[config.mk]
export PLATFORM = sky130hd
export DESIGN_NAME = spi_pixel_streamer
export DESIGN_NICKNAME = d
export VERILOG_FILES = /design/src/rtl/spi_pixel_streamer.sv
export SDC_FILE = /design/constraint.sdc
export NUM_CORES = 2
export LEC_CHECK = 0
export CAP_MARGIN = 20
export CORE_ASPECT_RATIO = 1.4
export CORE_UTILIZATION = 60
export CTS_BUF_LIST = sky130_fd_sc_hd__clkbuf_8
export DETAILED_ROUTE_END_ITERATION = 7
export PLACE_DENSITY_LB_ADDON = 0.3
export SLEW_MARGIN = 20
export SYNTH_ARGS = -nofsm -noshare
export SYNTH_HDL_FRONTEND = slang
export SYNTH_SLANG_ARGS = --single-unit
[constraint.sdc]
create_clock -name daq_clk -period 6.9 [get_ports daq_clk]
set_clock_uncertainty 0.1 [all_clocks]
set_input_delay 0.69 -clock daq_clk [delete_from_list [all_inputs] [get_ports daq_clk]]
set_output_delay 0.69 -clock daq_clk [all_outputs]
set_load 0.05 [all_outputs]
[src/rtl/spi_pixel_streamer.sv]
// spi_pixel_streamer
//   Captures PIX_W-bit pixels from an image sensor parallel bus (gated by
//   vsync/hsync) into a 2^ADDR_W-word FIFO and streams them MSB-first to an
//   external SPI master (mode 0, this block is the slave). Everything runs on
//   daq_clk; all sensor and SPI pins are oversampled through synchronisers.
//
//   Optional feature macro: FRAME_HEADER_EN
//     defined   - every frame start pushes HDR_WORD then frame_cnt[PIX_W-1:0]
//     undefined - the stream carries pixels only
//
// Ports
//   daq_clk          in   system clock (>= 2x pclk, >= 8x sck)
//   sys_rst_n        in   asynchronous active-low reset
//   pix_data         in   sensor pixel bus, valid at pclk rising edge
//   pclk             in   sensor pixel clock
//   vsync / hsync    in   frame / line valid, active-high
//   cs_n / sck       in   SPI chip select (active-low) and clock
//   miso             out  serial data, shift register MSB (0 while idle)
//   handshake_start  out  registered (fifo_level >= WM)
//   fifo_level       out  FIFO occupancy, ADDR_W+1 bits
//   overflow         out  sticky per frame: a push was dropped
//   frame_cnt        out  completed frame count, wraps
//
// Capture FSM
//   state      | meaning
//   CAP_IDLE   | between frames, waiting for vsync rise
//   CAP_FRAME  | frame active, pixels with hsync high are pushed
//
// SPI FSM
//   state      | meaning
//   SPI_IDLE   | cs_n high, miso held at 0
//   SPI_SHIFT  | shifting the current word out on sck falling edges
//   SPI_LOAD   | one-cycle reload of the next word after a full word

module spi_pixel_streamer #(
  parameter int unsigned      PIX_W     = 8,
  parameter int unsigned      ADDR_W    = 8,
  parameter int unsigned      WM        = 128,
  parameter logic [PIX_W-1:0] FILL_WORD = '1,
  parameter logic [15:0]      HDR_WORD  = 16'hA5A5
) (
  input  logic              daq_clk,
  input  logic              sys_rst_n,
  input  logic [PIX_W-1:0]  pix_data,
  input  logic              pclk,
  input  logic              vsync,
  input  logic              hsync,
  input  logic              cs_n,
  input  logic              sck,
  output logic              miso,
  output logic              handshake_start,
  output logic [ADDR_W:0]   fifo_level,
  output logic              overflow,
  output logic [15:0]       frame_cnt
);

  localparam int unsigned      DEPTH    = 1 << ADDR_W;
  localparam int unsigned      CNT_W    = $clog2(PIX_W);
  localparam logic [ADDR_W:0]  DEPTH_L  = (ADDR_W+1)'(DEPTH);
  localparam logic [ADDR_W:0]  WM_L     = (ADDR_W+1)'(WM);
  localparam logic [CNT_W-1:0] BIT_LAST = CNT_W'(PIX_W - 1);

  typedef enum logic {CAP_IDLE, CAP_FRAME} cap_state_t;
  typedef enum logic [1:0] {SPI_IDLE, SPI_SHIFT, SPI_LOAD} spi_state_t;

  // [0],[1] synchroniser, [2] edge-detect history
  logic [2:0] pclk_sr_q, pclk_sr_d;
  logic [2:0] vsync_sr_q, vsync_sr_d;
  logic [2:0] sck_sr_q, sck_sr_d;
  logic [2:0] cs_sr_q, cs_sr_d;
  logic [1:0] hsync_sr_q, hsync_sr_d;
  logic [1:0][PIX_W-1:0] pix_dly_q, pix_dly_d;

  cap_state_t cap_state_q, cap_state_d;
  spi_state_t spi_state_q, spi_state_d;
  logic [PIX_W-1:0]  sr_q, sr_d;
  logic [CNT_W-1:0]  bit_cnt_q, bit_cnt_d;
  logic [ADDR_W-1:0] wr_ptr_q, wr_ptr_d;
  logic [ADDR_W-1:0] rd_ptr_q, rd_ptr_d;
  logic [ADDR_W:0]   level_q, level_d;
  logic              hs_q, hs_d;
  logic              ovf_q, ovf_d;
  logic [15:0]       fcnt_q, fcnt_d;
  logic [PIX_W-1:0]  mem_q [DEPTH];

`ifdef FRAME_HEADER_EN
  logic hdr_pend_q, hdr_pend_d;
`else
  logic hdr_unused;
  assign hdr_unused = ^HDR_WORD;
`endif

  logic             pclk_rise, vsync_rise, vsync_fall, sck_fall, cs_fall, cs_rise;
  logic             hsync_s;
  logic             push, push_ok, pop, do_load;
  logic [PIX_W-1:0] push_data;

  assign pclk_rise  =  pclk_sr_q[1]  & ~pclk_sr_q[2];
  assign vsync_rise =  vsync_sr_q[1] & ~vsync_sr_q[2];
  assign vsync_fall = ~vsync_sr_q[1] &  vsync_sr_q[2];
  assign sck_fall   = ~sck_sr_q[1]   &  sck_sr_q[2];
  assign cs_fall    = ~cs_sr_q[1]    &  cs_sr_q[2];
  assign cs_rise    =  cs_sr_q[1]    & ~cs_sr_q[2];
  assign hsync_s    =  hsync_sr_q[1];

  always_comb begin
    pclk_sr_d  = {pclk_sr_q[1:0], pclk};
    vsync_sr_d = {vsync_sr_q[1:0], vsync};
    sck_sr_d   = {sck_sr_q[1:0], sck};
    cs_sr_d    = {cs_sr_q[1:0], cs_n};
    hsync_sr_d = {hsync_sr_q[0], hsync};
    pix_dly_d  = {pix_dly_q[0], pix_data};
  end

  // Capture FSM and FIFO bookkeeping
  always_comb begin
    cap_state_d = cap_state_q;
    ovf_d       = ovf_q;
    fcnt_d      = fcnt_q;
    push        = 1'b0;
    push_data   = '0;
`ifdef FRAME_HEADER_EN
    hdr_pend_d  = 1'b0;
`endif
    unique case (cap_state_q)
      CAP_IDLE: begin
        if (vsync_rise) begin
          cap_state_d = CAP_FRAME;
          ovf_d       = 1'b0;
`ifdef FRAME_HEADER_EN
          push        = 1'b1;
          push_data   = HDR_WORD[PIX_W-1:0];
          hdr_pend_d  = 1'b1;
`endif
        end
      end
      CAP_FRAME: begin
`ifdef FRAME_HEADER_EN
        // second header word goes out the cycle after the marker
        if (hdr_pend_q) begin
          push      = 1'b1;
          push_data = fcnt_q[PIX_W-1:0];
        end else
`endif
        if (pclk_rise && hsync_s) begin
          push      = 1'b1;
          push_data = pix_dly_q[1];
        end
        if (vsync_fall) begin
          cap_state_d = CAP_IDLE;
          fcnt_d      = fcnt_q + 16'd1;
        end
      end
      default: cap_state_d = CAP_IDLE;
    endcase

    // full is judged on the start-of-cycle level, a same-cycle pop does not help
    push_ok = push && (level_q != DEPTH_L);
    if (push && !push_ok) ovf_d = 1'b1;

    wr_ptr_d = push_ok ? wr_ptr_q + ADDR_W'(1) : wr_ptr_q;
    rd_ptr_d = pop     ? rd_ptr_q + ADDR_W'(1) : rd_ptr_q;
    unique case ({push_ok, pop})
      2'b10:   level_d = level_q + (ADDR_W+1)'(1);
      2'b01:   level_d = level_q - (ADDR_W+1)'(1);
      default: level_d = level_q;
    endcase
    hs_d = (level_d >= WM_L);
  end

  // SPI FSM
  always_comb begin
    spi_state_d = spi_state_q;
    sr_d        = sr_q;
    bit_cnt_d   = bit_cnt_q;
    do_load     = 1'b0;
    pop         = 1'b0;
    unique case (spi_state_q)
      SPI_IDLE: begin
        if (cs_fall) begin
          do_load     = 1'b1;
          spi_state_d = SPI_SHIFT;
        end
      end
      SPI_SHIFT: begin
        if (sck_fall) begin
          sr_d      = {sr_q[PIX_W-2:0], 1'b0};
          bit_cnt_d = bit_cnt_q + CNT_W'(1);
          if (bit_cnt_q == BIT_LAST) spi_state_d = SPI_LOAD;
        end
      end
      SPI_LOAD: begin
        do_load     = 1'b1;
        spi_state_d = SPI_SHIFT;
      end
      default: spi_state_d = SPI_IDLE;
    endcase

    // chip select release wins; any partly sent word is simply dropped
    if (cs_rise) begin
      spi_state_d = SPI_IDLE;
      do_load     = 1'b0;
    end

    if (do_load) begin
      bit_cnt_d = '0;
      if (level_q != '0) begin
        sr_d = mem_q[rd_ptr_q];
        pop  = 1'b1;
      end else begin
        sr_d = FILL_WORD;
      end
    end
  end

  always_ff @(posedge daq_clk or negedge sys_rst_n) begin
    if (!sys_rst_n) begin
      pclk_sr_q   <= '0;
      vsync_sr_q  <= '0;
      sck_sr_q    <= '0;
      cs_sr_q     <= '1;
      hsync_sr_q  <= '0;
      pix_dly_q   <= '0;
      cap_state_q <= CAP_IDLE;
      spi_state_q <= SPI_IDLE;
      sr_q        <= '0;
      bit_cnt_q   <= '0;
      wr_ptr_q    <= '0;
      rd_ptr_q    <= '0;
      level_q     <= '0;
      hs_q        <= 1'b0;
      ovf_q       <= 1'b0;
      fcnt_q      <= '0;
`ifdef FRAME_HEADER_EN
      hdr_pend_q  <= 1'b0;
`endif
    end else begin
      pclk_sr_q   <= pclk_sr_d;
      vsync_sr_q  <= vsync_sr_d;
      sck_sr_q    <= sck_sr_d;
      cs_sr_q     <= cs_sr_d;
      hsync_sr_q  <= hsync_sr_d;
      pix_dly_q   <= pix_dly_d;
      cap_state_q <= cap_state_d;
      spi_state_q <= spi_state_d;
      sr_q        <= sr_d;
      bit_cnt_q   <= bit_cnt_d;
      wr_ptr_q    <= wr_ptr_d;
      rd_ptr_q    <= rd_ptr_d;
      level_q     <= level_d;
      hs_q        <= hs_d;
      ovf_q       <= ovf_d;
      fcnt_q      <= fcnt_d;
`ifdef FRAME_HEADER_EN
      hdr_pend_q  <= hdr_pend_d;
`endif
    end
  end

  always_ff @(posedge daq_clk) begin
    if (push_ok) mem_q[wr_ptr_q] <= push_data;
  end

  assign miso            = (spi_state_q != SPI_IDLE) && sr_q[PIX_W-1];
  assign handshake_start = hs_q;
  assign fifo_level      = level_q;
  assign overflow        = ovf_q;
  assign frame_cnt       = fcnt_q;

endmodule

* Word-level counts from Yosys, hierarchy flattened
Memories as Yosys holds them, arrays and structs flattened. Index checks and enable logic that the tools add are counted.
Operators by class: $mul 0, $add $sub $neg 6, reductions and logical operators 15, div/mod/pow operators 0, bitwise operators 13, shift-type cells 0, magnitude comparators 1, eq/ne operators 10, muxes and demuxes 30
Operator list (number):
- $mux W8 | 6
- $pmux W9 S2 | 1
- $add A16 B1 Y16 const B | 1
- $add A8 B1 Y8 const B | 2
- $mux W1 | 13
- $add A9 B1 Y9 const B | 1
- $ge A9 B8 Y1 const B | 1
- $mux W3 | 3
- $ne A3 B3 Y1 const B | 3
- $ne A9 B9 Y1 const B | 1
- $reduce_bool A9 Y1 | 1
- $sub A9 B1 Y9 const B | 1
- $mux W2 | 4
- $reduce_bool A2 Y1 | 4
- $not A1 Y1 | 7
- $and A1 B1 Y1 | 6
- $pmux W2 S3 | 1
- $reduce_and A2 Y1 | 3
- $eq A2 B1 Y1 const B | 2
- $eq A2 B2 Y1 const B | 2
- $logic_and A1 B1 Y1 | 4
- $pmux W1 S2 | 2
- $add A3 B1 Y3 const B | 1
- $eq A3 B3 Y1 const B | 1
- other kinds (4) | 4
Storage, ports and cells: latch bits 0, logic and storage cells 93, ROM bits 0, output and inout port bits 28, memories 1, memory bits (writable) 2048, flip-flop bits (word level) 87
Memory list:
- mem_q | depth 256, width 8, read ports 1, clocked after memory_dff 0, write ports 1, line 84 | logic [PIX_W-1:0] mem_q [DEPTH];

* Logic depth before layout (Yosys ltp)
word-level depth 10, gate-level depth with buffers 16, depth with buffers taken out 14

* Worst setup path before layout
OpenSTA, ideal clock, no wires.
path type reg2reg, start register pclk_sr_q[2], end memory mem_q[0][0] (data pin), slack 1.968 ns, arrival 3.960 ns, data required time 5.928 ns, clock period less this slack 4.932 ns, stages on the path, launching flop included 3, cell sequence dfrtp_1 > and4b_1 > and2_1
On the way: longest elaborated chain between the ends 5
RTL lines:
- start, declared | line 67 | logic [2:0] pclk_sr_q, pclk_sr_d;
- start signal, assigned | line 238 | pclk_sr_q <= pclk_sr_d;
- $not A1 Y1 | line 98 | assign pclk_rise = pclk_sr_q[1] & ~pclk_sr_q[2];
- $and A1 B1 Y1 | line 98
- $logic_and A1 B1 Y1 | line 145 | if (pclk_rise && hsync_s) begin
- $mux W8 | line 145
- $mux W8 | line 125 | unique case (cap_state_q)
- via push_data[0] | line 96 | logic [PIX_W-1:0] push_data;
- end, declared | line 84
The timed path passes the listed nets, and every way through them passes these cells.

* Worst setup path in the final report
start register rd_ptr_q[2], end register sr_q[6]
On the way: longest elaborated chain between the ends 3
RTL lines:
- start, declared | line 79 | logic [ADDR_W-1:0] rd_ptr_q, rd_ptr_d;
- start signal, assigned | line 249 | rd_ptr_q <= rd_ptr_d;
- $mem_v2 Z256 W8
- $mux W8 | line 207 | if (level_q != '0) begin
- $mux W8 | line 205 | if (do_load) begin
- end signal, assigned | line 246 | sr_q <= sr_d;
- end, declared | line 76 | logic [PIX_W-1:0] sr_q, sr_d;
No other way between the ends. A chain may end at the register's enable or synchronous reset.

==> impl_metrics.tcl <==
set metrics [dict create \
    finalSetupViolations 0 \
    drc 0 \
    ant_nets 0 \
    synth_seq_area_share_pct 76.14 \
    drtPass1Iterations 6 \
    drv_cap 0 \
    hp-class "flop to flop" \
    ctsLongestPathBuffers 4 \
    grt_use_total_pct 30.79 \
    die_x_um 317.5 \
    grt_overflow_total 0 \
    leakage_uw 0.02757 \
    slew_violations 0 \
    crit_slowest_cell "dfrtp_4" \
    wl_mm 214.7 \
    io_pins 43 \
    ys_seq_elements 2135 \
    cts_hold_buffers 16 \
    cts_resized 0 \
    dp_hpwl_mm 128.7 \
    nets 4340 \
    grt_busiest_layer "met2" \
    critical_path_class "flop to flop" \
    tightest_slew_ns 1.223 \
    ff2ff_path_depth 7 \
    synth_flop_cell "edfxtp_1" \
    cts.sinks 2135 \
    met3_usage_pct 6.547 \
    period_share_pct 73.44 \
    vias 43100 \
    met2_usage_pct 48.94 \
    status "completed" \
    numCtsBuffers 310 \
    p_per_area_nw_per_um2 335.1 \
    period_minus_slack_ns 5.067 \
    num_rows 161 \
    place_congestion 0.9403 \
    cts-root-buf "clkbuf_8" \
    cp.arrival_ns 5.82 \
    area_delta_synth_final_pct 9.153 \
    synthesis.area_um2 83630 \
    yosys_warnings 0 \
    slew_headroom_pct 18.47 \
    rsz0062_at_grt "false" \
    first_global_vias 43360 \
    initial_core_util_pct 60.61 \
    finalPower_uw 30590 \
    setup-tns-final_ns 0 \
    syn-num-nets 4121 \
    drive_gt1_share_pct 20.76 \
    clk_latency_ns 1.02 \
    ys_types 82 \
    fmax_ghz 0.1974 \
    grt_pass1_wl_mm 305.9 \
    critPathRequiredTime_ns 7.66 \
    die_y_um 443.7 \
    die_area_um2 140900 \
    h-tree-depth 5 \
    peakVddDrop_uv 284.5 \
    n_fill_cell 8614 \
    met1_usage_pct 39.62 \
    antenna_found_initial 6 \
    drt-vias-per-instance 6.815 \
    cp-start-kind "flop" \
    drt_iter0_drc 5777 \
    netlist_instances 4093 \
    hold_depth 0 \
    cts_setup_buffers 0 \
    endpoint_kind "flop" \
    tritoncts "built" \
    synthArstFlopShare_pct 4.075 \
    crit_chain "buf_4 > or3b_2 > o22ai_1 > a2111oi_0 > nor3_1 > nor3_1 > o22ai_1" \
    synth_edf_count 2048 \
    path_clk_slew_ns 0.08 \
    final_hold_viol_count 0 \
    avgSynthCellArea_um2 20.43 \
    wl_per_cell_um 33.95 \
    portBuffers 42 \
    grt_max_degree 201 \
    cp_max_fo 47 \
    max_stage_delay_ns 1.05 \
    coreArea_um2 138000 \
]
-- critical path: cells and delay by family (launching register included) --
kind / cells / cell delay (ns)
simple gates: 3 / 1.91
compound gates: 3 / 1.15
flops: 1 / 1.05
buf+inv: 1 / 0.66
-- final timing paths --
path / start / slack, ns / to
setup / recovery: rd_ptr_q[2]$_DFFE_PN0P_ / 1.83 / sr_q[6]$_DFFE_PN0P_
hold / removal: pix_dly_d[8]$_DFF_PN0_ / 0.25 / pix_dly_q[8]$_DFF_PN0_
min in group asynchronous: sys_rst_n / 0.59 / frame_cnt[4]$_DFFE_PN0P_
hold reg to reg: pix_dly_d[8]$_DFF_PN0_ / 0.25 / pix_dly_q[8]$_DFF_PN0_
setup reg to reg: rd_ptr_q[2]$_DFFE_PN0P_ / 1.83 / sr_q[6]$_DFFE_PN0P_
max in group asynchronous: sys_rst_n / 4.59 / frame_cnt[0]$_DFFE_PN0P_
-- layout by cell type, fill, tap and decap left out, types with 41 or more instances in the layout --
master              n
clkinv_1           73
clkdlybuf4s50_1    41
a21oi_1            56
edfxtp_1         2048
nand2_1           149
nor2_1            292
mux4_2            425
clkinv_2           41
a22oi_1            80
mux2i_1           207
dfrtp_1            78
clkbuf_8          324
inv_1              99
buf_4              70
-- power breakdown --
part	internal, uW	switching, uW
combinational	2920	4050
clock	4520	4600
sequential	14200	323
-- synth_stat cells (27+ instances only) --
cell type  instances  share of area, %
mux4_2           425                11
edfxtp_1        2048                74
a21oi_1           56              0.34
nand2_1          149              0.67
a22oi_1           80              0.72
mux2i_1          207               2.5
o22ai_1           27              0.20
dfrtp_1           84               2.5
xnor2_1           29              0.30
nor2_1           297               1.3
clkbuf_1          97              0.44
nand3_1           39              0.23
buf_2             47              0.28
o21ai_0           37              0.22
buf_6             44              0.59
-- kinds of logic (layout without fill, tap and decap cells) --
kind of cell / Yosys count / in the layout / share of synthesized area (%)
adders and majority gates: 13 / 13 / 0.1945
DFF: 2135 / 2135 / 76.14
other: 0 / 2 / 0
AOI/OAI and AO/OA: 358 / 358 / 3.054
xor gates and xnor gates: 42 / 42 / 0.4398
and+or+nand+nor: 618 / 618 / 3.296
buffers and inverters: 257 / 693 / 1.990
muxes: 670 / 670 / 14.88
-- cell type report --
| cell class | count | area, um2 | area share, % |
|---|---|---|---|
| Antenna cell | 2 | 5.005 | 0.005483 |
| Clock buffer | 324 | 4459 | 4.885 |
| Clock inverter | 205 | 955.9 | 1.047 |
| Inverter | 17 | 68.82 | 0.07538 |
| Multi-Input combinational cell | 1701 | 18360 | 20.12 |
| Sequential cell | 2135 | 63700 | 69.78 |
| Tap cell | 1793 | 2243 | 2.458 |
| Timing Repair Buffer | 147 | 1494 | 1.637 |
-- per-stage QoR --
step                      cells  utilization (%)  setup WS (ns)  cell area [um2]  hold WS (ns)
after CTS                  6320            66.11          2.134            91220        0.2538
final                      6324            66.16          1.833            91290        0.2529
after floorplan            4093                -          1.968            83630        0.2312
after global placement     5773            62.05          2.272            85620        0.2365
after global routing       6323            66.15          2.080            91280        0.2557
after detailed placement   5775            62.07          2.164            85650        0.2355
-- flip-flops by register name (all words and copies together), names as in the netlist, named ones only --
signal and cells:
mem_q 2048, frame_cnt 16, pix_dly_d 8, pix_dly_q 8, rd_ptr_q 8, sr_q 8
wr_ptr_q 8, fifo_level 4, bit_cnt_q 3, cs_sr_q 3, pclk_sr_q 3, sck_sr_q 3
vsync_sr_q 3, hsync_sr_q 2, spi_state_q 2, cap_state_q 1, handshake_start 1, overflow 1
-- layer usage --
| metal | routed length, um | share of wire (%) |
|---|---|---|
| met1 | 73570 | 34 |
| met2 | 103300 | 48 |
| met3 | 23700 | 11 |
| met4 | 14110 | 6.6 |
| met5 | 0 | 0 |
No activity file was read; power rests on OpenSTA's default activity.
